**src/rtl/ehgu_dp_rr_scheduler.sv**
```systemverilog
// ehgu_dp_rr_scheduler: round-robin scheduler sharing one
// multi-cycle ehgu datapath among NUM_REQ requesters.

package ehgu_config_pkg;
  localparam int DP_WIDTH = 32;
endpackage

module ehgu_dp_rr_scheduler #(
  parameter int NUM_REQ   = 4,
  parameter int DP_WIDTH  = ehgu_config_pkg::DP_WIDTH,
  parameter int MAX_BURST = 1,
  parameter int TIMEOUT   = 64
) (
  input  logic                    clk,
  input  logic                    rst_n,
  input  logic [NUM_REQ-1:0]      req_valid,
  output logic [NUM_REQ-1:0]      req_ready,
  input  logic [NUM_REQ*DP_WIDTH-1:0] req_op0,
  input  logic [NUM_REQ*DP_WIDTH-1:0] req_op1,
  output logic                    dp_start,
  output logic [DP_WIDTH-1:0]     dp_op0,
  output logic [DP_WIDTH-1:0]     dp_op1,
  input  logic                    dp_done,
  input  logic [DP_WIDTH-1:0]     dp_result,
  output logic [NUM_REQ-1:0]      rsp_valid,
  input  logic [NUM_REQ-1:0]      rsp_ready,
  output logic [DP_WIDTH-1:0]     rsp_data,
  output logic                    rsp_err,
  output logic                    busy
);

  localparam int PW = (NUM_REQ > 1) ? $clog2(NUM_REQ) : 1;
  localparam int BW = $clog2(MAX_BURST + 1);
  localparam int TW = (TIMEOUT > 1) ? $clog2(TIMEOUT) : 1;

  typedef enum logic [1:0] {
    IDLE,
    ISSUE,
    WAIT,
    RESP
  } state_t;

  state_t              state_q, state_d;
  logic [PW-1:0]       ptr_q, ptr_d;
  logic [PW-1:0]       last_g_q, last_g_d;
  logic [PW-1:0]       gnt_q, gnt_d;
  logic [BW-1:0]       burst_q, burst_d;
  logic [TW-1:0]       tmo_q, tmo_d;
  logic [DP_WIDTH-1:0] op0_q, op0_d;
  logic [DP_WIDTH-1:0] op1_q, op1_d;
  logic                start_q, start_d;
  logic [NUM_REQ-1:0]  rsp_valid_q, rsp_valid_d;
  logic [DP_WIDTH-1:0] rsp_data_q, rsp_data_d;
  logic                rsp_err_q, rsp_err_d;
  logic                busy_q, busy_d;

  logic                found;
  logic [PW-1:0]       g;
  logic [PW:0]         idx;
  logic [BW:0]         burst_n;

  // Search for the first valid requester starting at ptr, wrapping by compare
  always_comb begin
    found = 1'b0;
    g     = '0;
    idx   = '0;
    for (int k = 0; k < NUM_REQ; k++) begin
      idx = {1'b0, ptr_q} + (PW+1)'(k);
      if (idx >= (PW+1)'(NUM_REQ)) idx = idx - (PW+1)'(NUM_REQ);
      if (!found && req_valid[idx[PW-1:0]]) begin
        found = 1'b1;
        g     = idx[PW-1:0];
      end
    end
  end

  // Accept strobe to the winner while idle
  always_comb begin
    req_ready = '0;
    if (rst_n && state_q == IDLE && found) req_ready[g] = 1'b1;
  end

  // Next-state, pointer/burst bookkeeping and registered outputs
  always_comb begin
    state_d     = state_q;
    ptr_d       = ptr_q;
    last_g_d    = last_g_q;
    gnt_d       = gnt_q;
    burst_d     = burst_q;
    tmo_d       = tmo_q;
    op0_d       = op0_q;
    op1_d       = op1_q;
    start_d     = 1'b0;
    rsp_valid_d = rsp_valid_q;
    rsp_data_d  = rsp_data_q;
    rsp_err_d   = rsp_err_q;
    burst_n     = (g == last_g_q) ? ({1'b0, burst_q} + 1'b1)
                                  : (BW+1)'(1);
    unique case (state_q)
      IDLE: begin
        if (found) begin
          op0_d    = req_op0[int'(g)*DP_WIDTH +: DP_WIDTH];
          op1_d    = req_op1[int'(g)*DP_WIDTH +: DP_WIDTH];
          gnt_d    = g;
          last_g_d = g;
          if (burst_n >= (BW+1)'(MAX_BURST)) begin
            ptr_d   = (g == PW'(NUM_REQ-1)) ? '0 : g + 1'b1;
            burst_d = '0;
          end else begin
            ptr_d   = g;
            burst_d = burst_n[BW-1:0];
          end
          start_d = 1'b1;
          state_d = ISSUE;
        end
      end
      ISSUE: begin
        tmo_d   = '0;
        state_d = WAIT;
      end
      WAIT: begin
        if (dp_done) begin
          rsp_data_d         = dp_result;
          rsp_err_d          = 1'b0;
          rsp_valid_d        = '0;
          rsp_valid_d[gnt_q] = 1'b1;
          state_d            = RESP;
        end else if (tmo_q == TW'(TIMEOUT-1)) begin
          rsp_data_d         = '0;
          rsp_err_d          = 1'b1;
          rsp_valid_d        = '0;
          rsp_valid_d[gnt_q] = 1'b1;
          state_d            = RESP;
        end else begin
          tmo_d = tmo_q + 1'b1;
        end
      end
      RESP: begin
        if (rsp_ready[gnt_q]) begin
          rsp_valid_d = '0;
          state_d     = IDLE;
        end
      end
      default: state_d = IDLE;
    endcase
    busy_d = (state_d != IDLE);
  end

  // State and output registers
  always_ff @(posedge clk or negedge rst_n) begin
    if (!rst_n) begin
      state_q     <= IDLE;
      ptr_q       <= '0;
      last_g_q    <= '0;
      gnt_q       <= '0;
      burst_q     <= '0;
      tmo_q       <= '0;
      op0_q       <= '0;
      op1_q       <= '0;
      start_q     <= 1'b0;
      rsp_valid_q <= '0;
      rsp_data_q  <= '0;
      rsp_err_q   <= 1'b0;
      busy_q      <= 1'b0;
    end else begin
      state_q     <= state_d;
      ptr_q       <= ptr_d;
      last_g_q    <= last_g_d;
      gnt_q       <= gnt_d;
      burst_q     <= burst_d;
      tmo_q       <= tmo_d;
      op0_q       <= op0_d;
      op1_q       <= op1_d;
      start_q     <= start_d;
      rsp_valid_q <= rsp_valid_d;
      rsp_data_q  <= rsp_data_d;
      rsp_err_q   <= rsp_err_d;
      busy_q      <= busy_d;
    end
  end

  assign dp_start  = start_q;
  assign dp_op0    = op0_q;
  assign dp_op1    = op1_q;
  assign rsp_valid = rsp_valid_q;
  assign rsp_data  = rsp_data_q;
  assign rsp_err   = rsp_err_q;
  assign busy      = busy_q;

endmodule
```
**config.mk**
```make
export PLATFORM = sky130hd
export DESIGN_NAME = ehgu_dp_rr_scheduler
export DESIGN_NICKNAME = d
export VERILOG_FILES = /design/src/rtl/ehgu_dp_rr_scheduler.sv
export SDC_FILE = /design/constraint.sdc
export NUM_CORES = 1
export LEC_CHECK = 0
export ABC_AREA = 1
export CAP_MARGIN = 10
export CORE_MARGIN = 5
export CORE_UTILIZATION = 35
export CTS_CLUSTER_DIAMETER = 50
export CTS_CLUSTER_SIZE = 30
export DETAILED_ROUTE_END_ITERATION = 10
export GPL_ROUTABILITY_DRIVEN = 0
export PLACE_DENSITY = 0.85
export SLEW_MARGIN = 20
export SYNTH_ARGS = -nofsm -noshare
export SYNTH_HDL_FRONTEND = slang
export SYNTH_SLANG_ARGS = --single-unit
export TNS_END_PERCENT = 20
```
**constraint.sdc**
```tcl
create_clock -name clk -period 6.1 [get_ports clk]
set_input_delay 0.915 -clock clk [delete_from_list [all_inputs] [get_ports clk]]
set_output_delay 0.915 -clock clk [all_outputs]
set_load 0.05 [all_outputs]
```
* After elaboration in Yosys (flattened, before gate mapping)
Cells that the tools add are included.
** Word-level totals
- Register bits after elaboration :: 116
- Input bits :: 299
- Output and inout port bits :: 107
- Word-level logic and storage cells :: 115
** Operators by class
- Add/sub/neg operators :: 10
- $lt $le $gt $ge :: 13
- Equality and inequality tests :: 10
- Shift operators :: 2
- Muxes and demuxes :: 49
- Reduce and logical (&&, ||, !) cells :: 19
** Operator list (count)
- $shiftx 128x8->32 :: 2
- $mux 32 :: 2
- $mux 2 :: 15
- $lt 2x3->1 const B :: 6
- $mux 1 :: 16
- $mux 4 :: 4
- $mux 6 :: 2
- $pmux 6 s2 :: 1
- $bmux 1 s2 :: 5
- $ge 3x3->1 const B :: 3
- $pmux 2 s4 :: 1
- $pmux 4 s2 :: 1
- $reduce_bool 2->1 :: 4
- $sub 2x1->2 const B :: 4
- $logic_and 1x1->1 :: 7
- $add 2x2->3 const B :: 2
- $add 6x1->6 const B :: 1
- $eq 2x2->1 const B :: 3
- $eq 6x6->1 const B :: 1
- $ge 2x1->1 const B :: 3
- $ne 2x2->1 const B :: 3
- $reduce_and 3->1 :: 2
- $demux 1 s2 :: 2
- $reduce_and 2->1 :: 2
- 9 further kinds :: 11

* Logic depth before layout (Yosys ltp)
Gate-level depths: netlist of run 1.
- Depth in word-level cells :: 19
- Gate-level depth with buffers :: 17
- Gate-level depth less buffers :: 14

* Least setup slack after synthesis of run 1
No wires, ideal clock.
- Path kind :: input port to output port
- Start :: input req_valid[3]
- End :: output req_ready[0]
- Arrival time :: 2.728 ns
- Required time :: 5.185 ns
- Slack :: 2.457 ns
- Stages on the path :: 12
- Buffers on the path :: 2
- Cell sequence :: inv_1 > nand2_1 > nand3_1 > nand2_1 > nor2_4 > nand3_4 > nand3_2 > buf_4 > buf_4 > ha_1 > inv_1 > nor2_1
** On the way
- Word-level cells in the longest chain between the ends :: 17
- Elaborated cells on any way between the ends :: 29
- Those cells by class :: order compare (2); mux (19); reduce/logical (8)
** Ends and longest elaborated chain
- from (decl) :: RTL line 16 : input logic [NUM_REQ-1:0] req_valid,
- $bmux 1 s2 :: RTL line 70 : if (!found && req_valid[idx[PW-1:0]]) begin
- $mux 1 (not written as such) :: RTL line 70
- $mux 1 :: RTL line 70
- $logic_not 1->1 :: RTL line 70
- $logic_and 1x1->1 :: RTL line 70
- $mux 1 :: RTL line 70
- $logic_not 1->1 :: RTL line 70
- $logic_and 1x1->1 :: RTL line 70
- $mux 1 :: RTL line 70
- $logic_not 1->1 :: RTL line 70
- $logic_and 1x1->1 :: RTL line 70
- $mux 2 :: RTL line 70
- $lt 2x3->1 (not written as such) / $ge 2x1->1 (equally long branches) :: RTL line 80 : if (rst_n && state_q == IDLE && found) req_ready[g] = 1'b1;
- $logic_and 1x1->1 (not written as such) :: RTL line 80
- $mux 1 (not written as such) :: RTL line 80
- $demux 1 s2 :: RTL line 80
- $mux 4 * :: RTL line 80
- to (decl) :: RTL line 17 : output logic [NUM_REQ-1:0] req_ready,
Mark *: on every way between the ends. The rest lies on a longest branch, timed or not. The select of a mux whose other input is x is not followed.

* Worst setup path in the final report of run 1
- Start :: input req_valid[1]
- End :: output req_ready[2]
The elaborated chain is that of the path after synthesis.

==> flow_metrics.py, run 1 <==
metrics = {
    "status": {
        "status": "finished clean",
    },
    "power_and_ir_drop": {
        "power_frac_comb": 0.687,
        "peakVddDrop_mv": 0.385,
        "switchingPower_mw": 4.14,
        "switching_share": 0.554,
        "leakagePower_nw": 6.27,
        "pwr-share-seq": 0.177,
        "power.density_nw_per_um2": 613,
        "total_power_mw": 7.47,
        "p_clk_frac": 0.135,
        "internal-power_mw": 3.33,
    },
    "synthesis": {
        "synth_edf_count": 0,
        "synthTopCellsByArea": "dfrtp_1, nand2_1, nand3_1",
        "synth_fp_nets": 1493,
        "synth_area_leader_cell": "dfrtp_1",
        "synth_top_family_by_area": "simple AND/OR/NAND/NOR gates",
        "yosys_most_used_dff": "dfrtp_1",
        "yosys.area.top_type_share": 0.383,
        "synth_seq_area_share": 0.383,
        "netlist_area_um2": 7510,
        "synth-xor-area-share": 0,
        "synthMuxAreaShare": 0.00133,
        "yosys.cell_types.count": 28,
        "postSynthAreaPerCell_um2": 6.31,
        "synth-compound-area-share": 0.0155,
        "synth_simple_gate_area_share": 0.466,
        "yosysWarnings": 0,
        "syn_inst": 1189,
        "ys_ff_latch": 115,
        "async_reset_ff_frac": 1.00,
        "synthAdderAreaFrac": 0.00833,
    },
    "detailed_routing": {
        "drcViolationCount": 0,
        "route.vias.total": 8956,
        "postRouteAntennaNets": 0,
        "wl_per_cell_um": 15.6,
        "drt_iter0_drc": 616,
        "vias_per_cell": 4.88,
        "drt_pass1_iterations": 5,
        "routed_wl_um": 28700,
    },
    "sta": {
        "setup_violations": 0,
        "fmax_ghz": 0.204,
        "fin_skew_ns": 0.0109,
        "finalCriticalPeriod_ns": 4.89,
        "slew_violations": 0,
        "setup_tns_ns": 0,
        "finalCritPeriodShare": 0.802,
        "hold_viol_final": 0,
        "slew_headroom": 0.362,
        "worstMarginPinSlew_ns": 0.955,
        "finalWorstSetupSlack_ns": 1.21,
        "rsz0062_at_grt": "false",
    },
    "worst_setup_path": {
        "crit_path_end_kind": "output pin",
        "reg2reg_setup_slack_ns": 2.18,
        "reg2reg_depth": 14,
        "rr_endpoint": "dp_op0[19]",
        "timing.rr.start": "ptr_q[0]",
        "arrival_ns": 3.98,
        "critPathLaunchType": "input pin",
        "crit_fanout": 61,
        "path_class": "in -> out",
        "crit_required_ns": 5.18,
    },
    "die": {
        "die_x_um": 156,
        "start_util": 0.356,
        "core_um2": 21100,
        "dieArea_um2": 24500,
        "die_y_um": 156,
        "ioPinCount": 406,
        "num_rows": 53,
    },
    "global_routing": {
        "antenna_found_initial": 0,
        "grt_pass1_wl_um": 43800,
        "track_usage": 0.222,
        "grt_pass1_vias": 8403,
        "overflow": 0,
        "grt_max_degree": 73,
    },
    "hold_path": {
        "min_from": "rsp_data[14]",
        "worstHoldEndpoint": "rsp_data[14]",
        "min-delay-path-class": "reg -> reg",
        "whs_path_depth": 2,
    },
    "finish": {
        "drive_above_1_share": 0.0403,
        "antennaDiodeCount": 0,
        "fillers": 1916,
        "multi_input_comb_area_um2": 3710,
        "final_cell_mix": "nand2_1, clkdlybuf4s50_1, inv_1, nand3_1, dfrtp_1",
        "layout_commonest_cell": "nand2_1",
        "area_growth_pct": 62.4,
        "fin_util": 0.578,
        "fin_nets": 1853,
        "seq_area_um2": 2880,
    },
    "clocking": {
        "clkTransAtPathRegs_ns": 0.06,
        "cts_hold_buf": 0,
        "post_cts_buffers": 0,
        "cts_buffers": 17,
        "clockBufferDepth": 2,
        "clk_latency_ns": 0.41,
        "root_buffer": "clkbuf_16",
        "ctsResizeCount": 0,
        "cts_sinks": 115,
        "cts_tree": "built",
        "htree_levels": 4,
    },
    "placed_design": {
        "dp_slack_ns": 1.24,
        "port_buffers": 405,
        "post-dp-hpwl_um": 21100,
    },
    "job": {
        "drv_cap": 0,
    },
}
[worst max path at each step]
stage / startpoint / slack (ns) / depth (start not counted) / endpoint
2_1_floorplan: req_valid[3] / 2.46 / 12 / req_ready[0]
3_3_place_gp: req_valid[3] / 1.31 / 12 / req_ready[2]
3_5_place_dp: req_valid[3] / 1.24 / 13 / req_ready[1]
4_1_cts: req_valid[3] / 1.23 / 13 / req_ready[1]
5_1_grt: req_valid[0] / 0.95 / 13 / req_ready[1]
6_report: req_valid[1] / 1.21 / 12 / req_ready[2]
[Yosys cell counts, types with 3 or more instances]
library cell  instances
buf_4                16
nand2_1             610
o21ai_0               9
clkbuf_1             18
nand3_1             135
inv_2                 5
a21oi_1               6
dfrtp_1             115
ha_1                  5
nor2_1               21
buf_6                 4
inv_1               137
nand4_1              56
buf_2                32
nor2_4                3
[critical path, stage by stage]
cell and delay, ns:
clkdlybuf4s50_1 0.43, inv_1 0.09, nand2_1 0.07, nand3_1 0.12, nand2_1 0.12, nor2_4 0.18, nand3_4 0.55, nand3_4 0.86
ha_1 0.26, inv_1 0.04, nor2_1 0.09, buf_4 0.22
[per-layer routing]
| layer | share of wire | GRT usage | up-vias |
|---|---|---|---|
| li1 | - | - | 4396 |
| met4 | 0.033 | 0.0851 | 0 |
| met2 | 0.50 | 0.381 | 398 |
| met5 | 0 | 0 | - |
| met1 | 0.39 | 0.268 | 4098 |
| met3 | 0.080 | 0.0556 | 64 |
[cells by family (layout without fill, tap and decap cells)]
kind of cell               after synthesis  count (layout)
AOI/OAI and AO/OA                       21              21
muxes                                    1               1
and+or+nand+nor                        832             832
adders and majority gates                5               5
DFF                                    115             115
buffers and inverters                  215             588
[state kept, by name, indices dropped and copies added, names as in the netlist]
register,flops
rsp_data,32
dp_start,1
rsp_err,1
dp_op1,32
ptr_q,2
busy,1
gnt_q,2
state_q,2
rsp_valid,4
dp_op0,32
tmo_q,6
[metrics by stage]
| step | area (um^2) | instances | hold WS [ns] |
|---|---|---|---|
| final | 12200 | 1837 | 0.471 |
| after global routing | 12200 | 1837 | 0.494 |
| after CTS | 12200 | 1837 | 0.472 |
| after detailed placement | 11600 | 1805 | 0.458 |
| after global placement | 11600 | 1805 | 0.452 |
| after floorplan | 7510 | 1189 | 0.467 |
[layout make-up]
class / instances / share of cell area
timing repair buffer: 413 / 0.338
multi-input combinational: 859 / 0.304
sequential: 115 / 0.236
inverter: 143 / 0.0442
clock buffer: 19 / 0.0371
tap: 275 / 0.0282
clock inverter: 13 / 0.0120
[power by group through the flow]
stage	logic (mW)	registers [mW]	clock network, mW
6_report	5.14	1.33	1.01
5_1_grt	5.62	1.37	1.07
4_1_cts	5.14	1.32	1.03
3_5_place_dp	5.12	1.33	0
3_3_place_gp	5.03	1.32	0
2_1_floorplan	2.67	2.36	0
No activity file was read; power rests on OpenSTA's default activity.
==> inputs of run 2 (changes only) <==
Clock period 6.1 ns to 4.8 ns, I/O delays scaled along.
==> run 2 against run 1 <==
Effect of this change: clock-buffer cell count decreased by 1; wire length is 0.28% lower; register-to-register slack lost 0.29 ns; total power grew 27%; core utilization is 0.26 points higher; cell area is 0.45% higher; clock power is 26% higher; sequential power up 27%; first-iteration DRC count grew 4.4%; critical endpoint is now req_ready[3]; critical path depth rose by 2; hold slack got worse by 0.17 ns; via count rose by 0.48%.
==> flow_metrics.py, run 2 (same netlist as run 1, synthesis figures left out) <==
metrics = {
    "finish": {
        "fin_nets": 1858,
        "fin_util": 0.581,
        "stdcell_area_um2": 12200,
        "multi_input_comb_area_um2": 3710,
        "fillers": 1915,
        "final_cells": 1842,
        "layout_commonest_cell": "nand2_1",
        "final_cell_mix": "nand2_1, clkdlybuf4s50_1, inv_1, nand3_1, dfrtp_1",
        "antennaDiodeCount": 0,
        "seq_area_um2": 2880,
        "drive_above_1_share": 0.0434,
        "area_growth_pct": 63.2,
    },
    "worst_setup_path": {
        "slowest_delay_ns": 0.45,
        "path_class": "in -> out",
        "reg2reg_depth": 12,
        "crit_slowest_cell": "inv_2",
        "arrival_ns": 3.10,
        "critPathLaunchType": "input pin",
        "crit_chain": "clkdlybuf4s50_1 > inv_1 > nand2_1 > nand3_1 > nand2_1 > nor2_4 > nand3_1 > nand3_2 > nand2_4 > inv_2 > ha_1 > inv_1 > nor2_1 > buf_12",
        "critPathTopFamily": "buffers and inverters",
        "timing.rr.start": "ptr_q[0]",
        "crit_fanout": 31,
        "rr_endpoint": "dp_op1[1]",
        "crit_path_end_kind": "output pin",
        "path_buf_inv": 5,
        "reg2reg_setup_slack_ns": 1.89,
        "crit_required_ns": 4.08,
    },
    "detailed_routing": {
        "drcViolationCount": 0,
        "wl_per_cell_um": 15.5,
        "vias_per_cell": 4.89,
        "route.vias.total": 8999,
        "drt_iter0_drc": 643,
        "routed_wl_um": 28600,
        "postRouteAntennaNets": 0,
        "drt_pass1_iterations": 5,
    },
    "power_and_ir_drop": {
        "power.density_nw_per_um2": 778,
        "internal-power_mw": 4.25,
        "pwr-share-seq": 0.178,
        "switchingPower_mw": 5.27,
        "p_clk_frac": 0.133,
        "power_frac_comb": 0.689,
        "peakVddDrop_mv": 0.428,
        "leakagePower_nw": 6.29,
        "switching_share": 0.553,
    },
    "placed_design": {
        "port_buffers": 405,
        "post-dp-hpwl_um": 21300,
        "dp.cells": 1810,
        "dp_slack_ns": 1.00,
        "placed_area_um2": 11700,
    },
    "sta": {
        "worstMarginPinSlew_ns": 1.02,
        "finalWorstSetupSlack_ns": 0.976,
        "fmax_ghz": 0.261,
        "setup_violations": 0,
        "finalCriticalPeriod_ns": 3.82,
        "slew_headroom": 0.317,
        "rsz0062_at_grt": "false",
        "slew_violations": 0,
        "hold_viol_final": 0,
        "setup_tns_ns": 0,
        "fin_skew_ns": 0.00792,
        "finalCritPeriodShare": 0.797,
    },
    "status": {
        "status": "finished clean",
    },
    "global_routing": {
        "antenna_found_initial": 0,
        "track_usage": 0.224,
        "overflow": 0,
        "grt_pass1_vias": 8636,
        "grt_pass1_wl_um": 44500,
        "grt_max_degree": 73,
    },
    "die": {
        "die_x_um": 156,
        "dieArea_um2": 24500,
        "ioPinCount": 406,
        "core_um2": 21100,
        "start_util": 0.356,
        "num_rows": 53,
        "die_y_um": 156,
    },
    "clocking": {
        "clockBufferDepth": 2,
        "cts_buffers": 17,
        "ctsResizeCount": 0,
        "root_buffer": "clkbuf_16",
        "clk_latency_ns": 0.41,
        "htree_levels": 4,
        "clkTransAtPathRegs_ns": 0.06,
        "cts_sinks": 115,
        "cts_tree": "built",
        "cts_hold_buf": 0,
        "post_cts_buffers": 0,
    },
    "job": {
        "drv_cap": 0,
    },
    "hold_path": {
        "min-delay-path-class": "in -> async",
    },
}
## run 2: worst max-delay path by stage
stage / depth (start not counted) / startpoint / to / slack (ns)
after floorplan: 12 / req_valid[3] / req_ready[0] / 1.55
after global placement: 14 / req_valid[1] / req_ready[3] / 1.07
after detailed placement: 14 / req_valid[1] / req_ready[3] / 1.00
after CTS: 14 / req_valid[1] / req_ready[3] / 1.00
after global routing: 14 / req_valid[3] / req_ready[3] / 0.77
final: 14 / req_valid[1] / req_ready[3] / 0.98
## run 2: final cells by class
cell class | count | share of cell area
sequential | 115 | 0.235
multi-input combinational | 859 | 0.303
clock buffer | 18 | 0.0359
clock inverter | 14 | 0.0125
tap | 275 | 0.0281
inverter | 143 | 0.0440
timing repair buffer | 418 | 0.342
## run 2: power groups by stage
stage                     clock [mW]  combinational (mW)  sequential (mW)
after floorplan                    0                3.40             3.01
after global placement             0                6.48             1.68
after detailed placement           0                6.55             1.69
after CTS                       1.30                6.57             1.69
after global routing            1.35                7.17             1.75
final                           1.27                6.56             1.69
## run 2: stage by stage
stage | hold slack, ns | power (mW)
finish | 0.302 | 9.52
global route | 0.341 | 10.3
CTS | 0.310 | 9.56
detailed placement | 0.458 | 8.24
global placement | 0.452 | 8.16
floorplan | 0.424 | 6.40
## run 2: metal layers
layer | global-route usage | share of wire | up-vias
met3 | 0.0559 | 0.082 | 56
met5 | 0 | 0 | -
met2 | 0.389 | 0.50 | 391
li1 | - | - | 4399
met4 | 0.0686 | 0.026 | 0
met1 | 0.275 | 0.39 | 4153
## run 2: worst register-to-register path, delay by kind of cell, from the launching register on
family                 cells  cell delay [ns]
and+or+nand+nor           10             1.93
DFF                        1             0.56
buffers and inverters      2             0.35
